==> config.mk <==
export PLATFORM = sky130hd
export DESIGN_NAME = vga_img_pipe_flat
export DESIGN_NICKNAME = d
export VERILOG_FILES = /design/src/rtl/vga_img_pipe_if.sv /design/src/rtl/vga_img_pipe.sv /design/src/flat_wrapper.sv
export SDC_FILE = /design/constraint.sdc
export NUM_CORES = 1
export LEC_CHECK = 0
export ABC_CLOCK_PERIOD_IN_PS = 5540
export BUFFER_PORTS_ARGS = -buffer_cell sky130_fd_sc_hd__buf_2
export CAP_MARGIN = 30
export CORE_UTILIZATION = 34
export CTS_CLUSTER_DIAMETER = 30
export DETAILED_ROUTE_END_ITERATION = 6
export PLACE_DENSITY = 0.49
export SYNTH_ARGS = -nofsm -noshare
export SYNTH_HDL_FRONTEND = slang
export SYNTH_SLANG_ARGS = --single-unit
export TNS_END_PERCENT = 100
==> constraint.sdc <==
create_clock -name clk -period 5.54 [get_ports clk]
set_input_delay 1.108 -clock clk [delete_from_list [all_inputs] [get_ports clk]]
set_output_delay 1.108 -clock clk [all_outputs]
set_load 0.02 [all_outputs]
==> src/rtl/vga_img_pipe_if.sv <==
// Pixel-path bundle for vga_img_pipe: timing-generator inputs, image ROM port
// and VGA pin outputs. master = timing/ROM/pin side, slave = the pipeline.
interface vga_img_pipe_if;
    logic [10:0] x_in;
    logic [10:0] y_in;
    logic        de_in;
    logic        hsync_in;
    logic        vsync_in;
    logic [16:0] rom_addr;
    logic [3:0]  rom_data;
    logic [4:0]  vga_r;
    logic [5:0]  vga_g;
    logic [4:0]  vga_b;
    logic        vga_hsync;
    logic        vga_vsync;

    modport master (
        output x_in, y_in, de_in, hsync_in, vsync_in, rom_data,
        input  rom_addr, vga_r, vga_g, vga_b, vga_hsync, vga_vsync
    );

    modport slave (
        input  x_in, y_in, de_in, hsync_in, vsync_in, rom_data,
        output rom_addr, vga_r, vga_g, vga_b, vga_hsync, vga_vsync
    );
endinterface

==> src/rtl/vga_img_pipe.sv <==
// 3-stage pixel pipeline: raster -> image ROM address -> palette -> RGB565,
// with sync re-alignment and a debounced key that cycles the display mode.
module vga_img_pipe #(
    parameter int unsigned H_ACT        = 800,
    parameter int unsigned V_ACT        = 600,
    parameter int unsigned IMG_W        = 400,
    parameter int unsigned IMG_H        = 300,
    parameter int unsigned DEBOUNCE_CYC = 800000,
    parameter bit          SYNC_POL     = 1'b1
) (
    input  logic             clk,
    input  logic             rst_n,
    input  logic             key,
    vga_img_pipe_if.slave    bus,
    output logic [1:0]       mode
);
    localparam logic [1:0]  MODE_STRETCH = 2'd0;
    localparam logic [1:0]  MODE_CENTRE  = 2'd1;
    localparam logic [1:0]  MODE_BARS    = 2'd2;
    localparam logic        SYNC_IDLE    = ~SYNC_POL;
    localparam logic [10:0] X0           = 11'((H_ACT - IMG_W) / 2);
    localparam logic [10:0] X1           = 11'((H_ACT - IMG_W) / 2 + IMG_W);
    localparam logic [10:0] Y0           = 11'((V_ACT - IMG_H) / 2);
    localparam logic [10:0] Y1           = 11'((V_ACT - IMG_H) / 2 + IMG_H);
    localparam int unsigned BAR_W        = H_ACT / 8;
    localparam int unsigned CW           = $clog2(DEBOUNCE_CYC + 1);

    logic [1:0]    mode_q, mode_d;

    // Stage 1: address generation
    logic [10:0]   row_c, col_c;
    logic [16:0]   addr_c;
    logic          in_img_c;
    logic [2:0]    bar_c;

    always_comb begin
        row_c    = '0;
        col_c    = '0;
        in_img_c = 1'b0;
        case (mode_q)
            MODE_STRETCH: begin
                in_img_c = bus.de_in;
                row_c    = {1'b0, bus.y_in[10:1]};
                col_c    = {1'b0, bus.x_in[10:1]};
            end
            MODE_CENTRE: begin
                in_img_c = bus.de_in && (bus.x_in >= X0) && (bus.x_in < X1)
                           && (bus.y_in >= Y0) && (bus.y_in < Y1);
                row_c    = bus.y_in - Y0;
                col_c    = bus.x_in - X0;
            end
            default: ;
        endcase
        // row*400 as a shift-add: 256 + 128 + 16
        addr_c = in_img_c ? (({6'b0, row_c} << 8) + ({6'b0, row_c} << 7)
                           + ({6'b0, row_c} << 4) + {6'b0, col_c}) : '0;

        bar_c = '0;
        for (int unsigned i = 1; i < 8; i++) begin
            if (bus.x_in >= 11'(i * BAR_W)) bar_c = bar_c + 3'd1;
        end
    end

    logic [16:0]   rom_addr_q;
    logic          in1_q, de1_q, bars1_q;
    logic [2:0]    bar1_q;
    logic          in2_q, de2_q, bars2_q;
    logic [2:0]    bar2_q;
    logic [2:0]    hs_q, vs_q;
    logic [4:0]    r_q, b_q;
    logic [5:0]    g_q;

    function automatic logic [4:0] lvl5(input logic [1:0] c);
        case (c)
            2'd0:    return 5'd0;
            2'd1:    return 5'd10;
            2'd2:    return 5'd21;
            default: return 5'd31;
        endcase
    endfunction

    function automatic logic [5:0] lvl6(input logic [1:0] c);
        case (c)
            2'd0:    return 6'd0;
            2'd1:    return 6'd21;
            2'd2:    return 6'd42;
            default: return 6'd63;
        endcase
    endfunction

    // Stage 3 input: ROM word (or bar index) and visibility after the read
    logic [3:0]    idx_c;
    logic          show_c;
    logic [4:0]    r_d, b_d;
    logic [5:0]    g_d;

    always_comb begin
        idx_c  = bars2_q ? {1'b1, bar2_q} : bus.rom_data;
        show_c = de2_q && (bars2_q || in2_q);
        r_d    = '0;
        g_d    = '0;
        b_d    = '0;
        if (show_c) begin
            r_d = lvl5({idx_c[2], idx_c[3]});
            g_d = lvl6({idx_c[1], idx_c[3]});
            b_d = lvl5({idx_c[0], idx_c[3]});
        end
    end

    always_ff @(posedge clk or negedge rst_n) begin
        if (!rst_n) begin
            rom_addr_q <= '0;
            in1_q      <= 1'b0;
            de1_q      <= 1'b0;
            bars1_q    <= 1'b0;
            bar1_q     <= '0;
            in2_q      <= 1'b0;
            de2_q      <= 1'b0;
            bars2_q    <= 1'b0;
            bar2_q     <= '0;
            hs_q       <= {3{SYNC_IDLE}};
            vs_q       <= {3{SYNC_IDLE}};
            r_q        <= '0;
            g_q        <= '0;
            b_q        <= '0;
        end else begin
            rom_addr_q <= addr_c;
            in1_q      <= in_img_c;
            de1_q      <= bus.de_in;
            bars1_q    <= (mode_q == MODE_BARS);
            bar1_q     <= bar_c;
            in2_q      <= in1_q;
            de2_q      <= de1_q;
            bars2_q    <= bars1_q;
            bar2_q     <= bar1_q;
            hs_q       <= {hs_q[1:0], bus.hsync_in};
            vs_q       <= {vs_q[1:0], bus.vsync_in};
            r_q        <= r_d;
            g_q        <= g_d;
            b_q        <= b_d;
        end
    end

    // Key: 2-FF synchroniser, then a run counter against the accepted level
    logic [1:0]    ks_q;
    logic          stable_q, stable_d;
    logic [CW-1:0] cnt_q, cnt_d;
    logic          pending_q, pending_d;
    logic          vs_prev_q;
    logic          press_c, commit_c;

    always_comb begin
        cnt_d    = '0;
        stable_d = stable_q;
        press_c  = 1'b0;
        if (ks_q[1] != stable_q) begin
            if (cnt_q == CW'(DEBOUNCE_CYC - 1)) begin
                stable_d = ks_q[1];
                press_c  = stable_q;
            end else begin
                cnt_d = cnt_q + CW'(1);
            end
        end
        commit_c = (bus.vsync_in == SYNC_POL) && (vs_prev_q != SYNC_POL);
        // A press landing on the commit edge waits for the next frame
        pending_d = commit_c ? (press_c & ~pending_q) : (pending_q | press_c);
        mode_d    = mode_q;
        if (commit_c && pending_q) begin
            mode_d = (mode_q == MODE_BARS) ? MODE_STRETCH : mode_q + 2'd1;
        end
    end

    always_ff @(posedge clk or negedge rst_n) begin
        if (!rst_n) begin
            ks_q      <= 2'b11;
            stable_q  <= 1'b1;
            cnt_q     <= '0;
            pending_q <= 1'b0;
            vs_prev_q <= SYNC_IDLE;
            mode_q    <= MODE_STRETCH;
        end else begin
            ks_q      <= {ks_q[0], key};
            stable_q  <= stable_d;
            cnt_q     <= cnt_d;
            pending_q <= pending_d;
            vs_prev_q <= bus.vsync_in;
            mode_q    <= mode_d;
        end
    end

    assign bus.rom_addr  = rom_addr_q;
    assign bus.vga_r     = r_q;
    assign bus.vga_g     = g_q;
    assign bus.vga_b     = b_q;
    assign bus.vga_hsync = hs_q[2];
    assign bus.vga_vsync = vs_q[2];
    assign mode          = mode_q;
endmodule

==> src/flat_wrapper.sv <==
// flat-port wrapper written by rule: the top's interface ports become plain ports
module vga_img_pipe_flat 
#(
    parameter int unsigned H_ACT        = 800,
    parameter int unsigned V_ACT        = 600,
    parameter int unsigned IMG_W        = 400,
    parameter int unsigned IMG_H        = 300,
    parameter int unsigned DEBOUNCE_CYC = 800000,
    parameter bit          SYNC_POL     = 1'b1
)
  (clk, rst_n, key, mode, bus_x_in, bus_y_in, bus_de_in, bus_hsync_in, bus_vsync_in, bus_rom_data, bus_rom_addr, bus_vga_r, bus_vga_g, bus_vga_b, bus_vga_hsync, bus_vga_vsync);
  vga_img_pipe_if bus_i ();
  input  logic clk;
  input  logic rst_n;
  input  logic key;
  output logic [1:0] mode;
  input wire logic [$bits(bus_i.x_in)-1:0] bus_x_in;
  input wire logic [$bits(bus_i.y_in)-1:0] bus_y_in;
  input wire logic [$bits(bus_i.de_in)-1:0] bus_de_in;
  input wire logic [$bits(bus_i.hsync_in)-1:0] bus_hsync_in;
  input wire logic [$bits(bus_i.vsync_in)-1:0] bus_vsync_in;
  input wire logic [$bits(bus_i.rom_data)-1:0] bus_rom_data;
  output wire logic [$bits(bus_i.rom_addr)-1:0] bus_rom_addr;
  output wire logic [$bits(bus_i.vga_r)-1:0] bus_vga_r;
  output wire logic [$bits(bus_i.vga_g)-1:0] bus_vga_g;
  output wire logic [$bits(bus_i.vga_b)-1:0] bus_vga_b;
  output wire logic [$bits(bus_i.vga_hsync)-1:0] bus_vga_hsync;
  output wire logic [$bits(bus_i.vga_vsync)-1:0] bus_vga_vsync;
  assign bus_i.x_in = bus_x_in;
  assign bus_i.y_in = bus_y_in;
  assign bus_i.de_in = bus_de_in;
  assign bus_i.hsync_in = bus_hsync_in;
  assign bus_i.vsync_in = bus_vsync_in;
  assign bus_i.rom_data = bus_rom_data;
  assign bus_rom_addr = bus_i.rom_addr;
  assign bus_vga_r = bus_i.vga_r;
  assign bus_vga_g = bus_i.vga_g;
  assign bus_vga_b = bus_i.vga_b;
  assign bus_vga_hsync = bus_i.vga_hsync;
  assign bus_vga_vsync = bus_i.vga_vsync;
  vga_img_pipe #(.H_ACT(H_ACT), .V_ACT(V_ACT), .IMG_W(IMG_W), .IMG_H(IMG_H), .DEBOUNCE_CYC(DEBOUNCE_CYC), .SYNC_POL(SYNC_POL)) u_core (.clk(clk), .rst_n(rst_n), .key(key), .bus(bus_i), .mode(mode));
endmodule
**Yosys cells after proc, flatten, opt, wreduce, memory -nomap -nowiden**

Cells that the tools add are included.
W data, S select, Z words.

- Output and inout bits: 37
- Word-level logic and storage cells: 94
- Register bits: 78
- Bits of input ports: 32

- Reductions and logical operators: 13
- Multiplexer cells: 24
- Bitwise logic cells: 4
- Add/sub/neg operators: 13
- Magnitude comparators: 10
- Equality and inequality tests: 10

Operator list:

| cell | number |
|---|---|
| $pmux W11 S2 | 2 |
| $mux W20 | 2 |
| $ge A11 B9 Y1 const B | 3 |
| $pmux W5 S3 | 2 |
| $ge A11 B10 Y1 const B | 2 |
| $ge A11 B8 Y1 const B | 2 |
| $sub A11 B8 Y11 const B | 2 |
| $add A20 B1 Y20 const B | 1 |
| $eq A20 B20 Y1 const B | 1 |
| $mux W3 | 6 |
| $pmux W6 S3 | 1 |
| $add A17 B11 Y17 | 1 |
| $add A17 B15 Y17 | 1 |
| $add A17 B17 Y17 | 1 |
| $mux W17 | 1 |
| $add A3 B1 Y3 const B | 5 |
| $ge A11 B7 Y1 const B | 1 |
| $lt A11 B10 Y1 const B | 1 |
| $lt A11 B9 Y1 const B | 1 |
| $mux W5 | 2 |
| $eq A2 B1 Y1 const B | 4 |
| $eq A2 B2 Y1 const B | 4 |
| $logic_not A2 Y1 | 4 |
| $logic_and A1 B1 Y1 | 7 |
| other kinds (13) | 17 |

**Logic depth before layout (Yosys ltp)**

- Word-level depth: 14
- Mapped depth: 22
- Depth with buffers taken out: 21

**Least setup slack after synthesis**

Ideal clock, no wire load.

- Path kind: input -> register
- Start point: input bus_x_in[4]
- End point: register u_core.bar1_q[1]
- Setup slack: -47 ps
- Setup time: 125 ps
- Required time: 5415 ps
- Data arrival time: 5462 ps
- Cell stages on the path: 20
- Cells stage by stage: clkbuf_1 -> inv_1 -> ha_1 -> o21ai_0 -> a21oi_1 -> or4_1 -> ha_1 -> nand2_1 -> a2bb2oi_1 -> o311ai_0 -> nor3_2 -> ha_1 -> o21ai_0 -> o41ai_4 -> ha_1 -> mux2_2 -> ha_1 -> o221a_4 -> ha_1 -> mux2_4

- Longest elaborated chain between the ends: 14
- Elaborated cells on any way between the ends: 20
- Those cells by class: add/sub: 6; order compare: 7; mux: 7

RTL lines:

| element | RTL line | source |
|---|---|---|
| from (decl) | flat_wrapper.sv:17 | `input wire logic [$bits(bus_i.x_in)-1:0] bus_x_in;` |
| $ge A11 B7 Y1 | vga_img_pipe.sv:60 | `if (bus.x_in >= 11'(i * BAR_W)) bar_c = bar_c + 3'd1;` |
| $mux W1 | vga_img_pipe.sv:60 |  |
| $add A1 B1 Y2 | vga_img_pipe.sv:60 |  |
| $mux W3 | vga_img_pipe.sv:60 |  |
| $add A3 B1 Y3 | vga_img_pipe.sv:60 |  |
| $mux W3 | vga_img_pipe.sv:60 |  |
| $add A3 B1 Y3 | vga_img_pipe.sv:60 |  |
| $mux W3 | vga_img_pipe.sv:60 |  |
| $add A3 B1 Y3 | vga_img_pipe.sv:60 |  |
| $mux W3 | vga_img_pipe.sv:60 |  |
| $add A3 B1 Y3 | vga_img_pipe.sv:60 |  |
| $mux W3 | vga_img_pipe.sv:60 |  |
| $add A3 B1 Y3 | vga_img_pipe.sv:60 |  |
| $mux W3 (*) | vga_img_pipe.sv:60 |  |
| via u_core.bar_c[1] | vga_img_pipe.sv:34 | `logic [2:0] bar_c;` |
| to (signal assigned) | vga_img_pipe.sv:131 | `bar1_q <= bar_c;` |
| to (decl) | vga_img_pipe.sv:66 | `logic [2:0] bar1_q;` |

Mark *: on every way through the listed nets, which the timed path passes. The rest lies on a longest branch.
A chain may end at the register's enable or synchronous reset.

**Final worst setup path**

- Start point: input bus_x_in[3]
- End point: register u_core.bar1_q[1]

Same word-level chain as after synthesis.

==> metrics.csv <==
metric;value;unit
Overall Global Routing Usage;15.09;%
Worst Hold Class;reg2reg;
Vias;3634;
cell with the most instances after synthesis;dfrtp_1;
die area;0.01434;sq mm
Pwr Density;447.6;mW/mm^2
final setup fails;0;
CP most frequent cell;ha_1;
global route hottest layer;met2;
GRT overflow;0;
Crit. End Element;flop;
Layout area overhead;17.07;%
H-tree Lvls;3;
Final Cycle Share;93.05;%
largest net degree at the start of global routing;67;
Mapped Nets;562;
RSZ-0062 raised after global routing;false;
worst setup margin;384.8;ps
die height;119.7;um
CP cell instances;buf_2 -> inv_1 -> ha_1 -> o21ai_0 -> a21oi_1 -> or4_1 -> ha_1 -> nand2_1 -> a2bb2oi_1 -> o311ai_0 -> nor3_2 -> ha_1 -> o21ai_0 -> o41ai_4 -> ha_1 -> mux2_2 -> ha_1 -> o221a_4 -> ha_1 -> mux2_4;
detail-routed net length per standard cell;13.95;um
clock latency on the worst-skew pair;330;ps
Post-synth EDFFs;0;
final hold vios;0;
RePlAce Congestion;0.8171;
total wire length;10080;um
CP max stage cell;or4_1;
Post-CTS Resized;0;
# nets final;622;
crit-path max FO;7;
Core Util, Final;41.18;%
Ant. Diodes;0;
Post-DP Area;0.005174;sq mm
top cell type's share of synthesized area;33.45;%
Root Driver;clkbuf_16;
Netlist cell types;74;
Worst Path Required;5760;ps
status;finished, final reports clean;
Slew Viols, Final;0;
Worst Setup Start Kind;primary input;
Max Freq;194.0;MHz
setup TNS;0;ps
peak supply drop;235.8;uV
synth top area cells;dfrtp_1, ha_1, fa_1;
post-route minimum period;5155;ps
initial DRC count;137;
P_leak;2.685;nW
Core Box Area;0.01340;sq mm
FP Rows;42;
Placed Cells;707;
post-synthesis sequential area ratio;35.12;%
yosys warns;0;
Longest Clk Path Bufs;2;
fillers;1337;
Num CTS Buffers;9;
CTS tree;done;
share of cells above drive strength 1;21.57;%
crit path kind;in2reg;
fin cells;723;
Vias per Instance;5.026;
DRC;0;
Setup Skew;5.737;ps
die width;119.7;um
Slew headroom;43.91;%
TritonRoute pass-1 iters;4;
global-route wire length before repair;17060;um
Async SR Flop Fraction;100.0;%
M3 GR Usage;3.232;%
hold_ws;343.5;ps
max incr delay on CP;440;ps
Hold-fix buffers, CTS;0;
port bufs;68;
Synth Cell Area;0.004713;sq mm
Post-DRT Antenna Nets;0;
top cell types by occurrence after synthesis;dfrtp_1, nor2_1, ha_1;
met2 usage;23.16;%
worst slack at placement;32.24;ps
Total Power;2.470;mW
Clock Sinks;66;
fin area;0.005518;sq mm
initial antenna violation count;0;
number of top-level pins;69;
Yosys top cell by area;dfrtp_1;
Post-synth top flop;dfrtp_1;
initial core utilization;35.17;%
clock-pin slew on the worst setup and hold paths;60;ps
HPWL after detailed placement;7782;um
Post-CTS Setup Bufs;0;
Synth Register Bits;66;
MaxCap Viol Count;0;
Slew @ Worst Pin;841.3;ps
vias in the first global route;3517;
Worst EP arrival;5370;ps
met1 usage;20.88;%
synthesized instance count;482;
average size of a mapped cell;9.779;sq um
==> area by class of cell <==
type / instances / area (sq um) / area share (%)
multi-input combinational: 356 / 2763 / 50.07
timing repair buffer: 79 / 422.9 / 7.664
inverter: 30 / 112.6 / 2.041
tap: 176 / 220.2 / 3.991
clock inverter: 6 / 115.1 / 2.086
clock buffer: 10 / 229.0 / 4.150
sequential: 66 / 1655 / 30.00
==> report_power, final <==
group	leakage, nW	switching, mW	total, mW	internal (mW)
Combinational	1.66	0.686	1.23	0.540
Sequential	0.860	0.0426	0.592	0.550
Clock	0.163	0.212	0.652	0.441
Total	2.68	0.940	2.47	1.53
==> flip-flops by register name (all words and copies together) (netlist names), 2 cells and up <==
register             cells
u_core.ks_q              2
u_core.hs_q              3
u_core.bar2_q            3
u_core.mode              2
u_core.cnt_q            20
u_core.bus.vga_g         2
u_core.bus.rom_addr     17
u_core.bar1_q            3
u_core.bus.vga_r         2
u_core.vs_q              3
==> placed cells by master, fill, tap and decap left out, drive strengths merged, types with 5 or more instances in the layout <==
cell type and n:
nor2 60, mux2i 10, nand3 10, nor3 13
nand2b 8, nand2 25, inv 30, xor2 20
a211oi 6, dfrtp 63, buf 79, xnor2 20
fa 12, nor2b 12, and4 5, a21oi 15
nor4 8, nand4 7, a21o 5, clkbuf 10
o21ai 15, ha 36, mux2 5
==> cell families (layout without fill, tap and decap cells) <==
family | Yosys count | in the layout | share of synthesized area, %
AND/OR/NAND/NOR | 173 | 173 | 19.38
AO/OA/AOI/OAI | 78 | 78 | 12.64
flip-flops | 66 | 66 | 35.12
buffers and inverters | 60 | 125 | 6.265
adder cells (fa/ha/maj) | 48 | 48 | 14.65
XOR/XNOR | 42 | 42 | 8.548
multiplexers | 15 | 15 | 3.398
==> worst max-delay path, delay by kind of cell <==
family | cells | cell delay, ps
muxes | 2 | 530
adders and majority gates | 6 | 1770
and+or+nand+nor | 3 | 720
AOI/OAI and AO/OA | 7 | 1090
buffers and inverters | 2 | 160
==> per-layer routing <==
layer	up-vias	share of wire [%]
li1	1790	-
met1	1774	50
met2	62	45
met3	8	3.4
met4	0	1.1
met5	-	0
==> path summary, 6_finish.rpt <==
kind	from	end	slack, ps	depth (start not counted)
hold reg to reg	u_core.de1_q$_DFF_PN0_	u_core.de2_q$_DFF_PN0_	340	0
min in group asynchronous	rst_n	u_core.cnt_q[12]$_DFF_PN0_	950	2
max in group asynchronous	rst_n	u_core.bus.rom_addr[3]$_DFF_PN0_	4040	2
setup / recovery	bus_x_in[3]	u_core.bar1_q[1]$_DFF_PN0_	380	20
hold / removal	u_core.de1_q$_DFF_PN0_	u_core.de2_q$_DFF_PN0_	340	0
setup reg to reg	u_core.mode[0]$_DFFE_PN0P_	u_core.bus.rom_addr[16]$_DFF_PN0_	1260	13
Power figures use the tool's default switching activity.
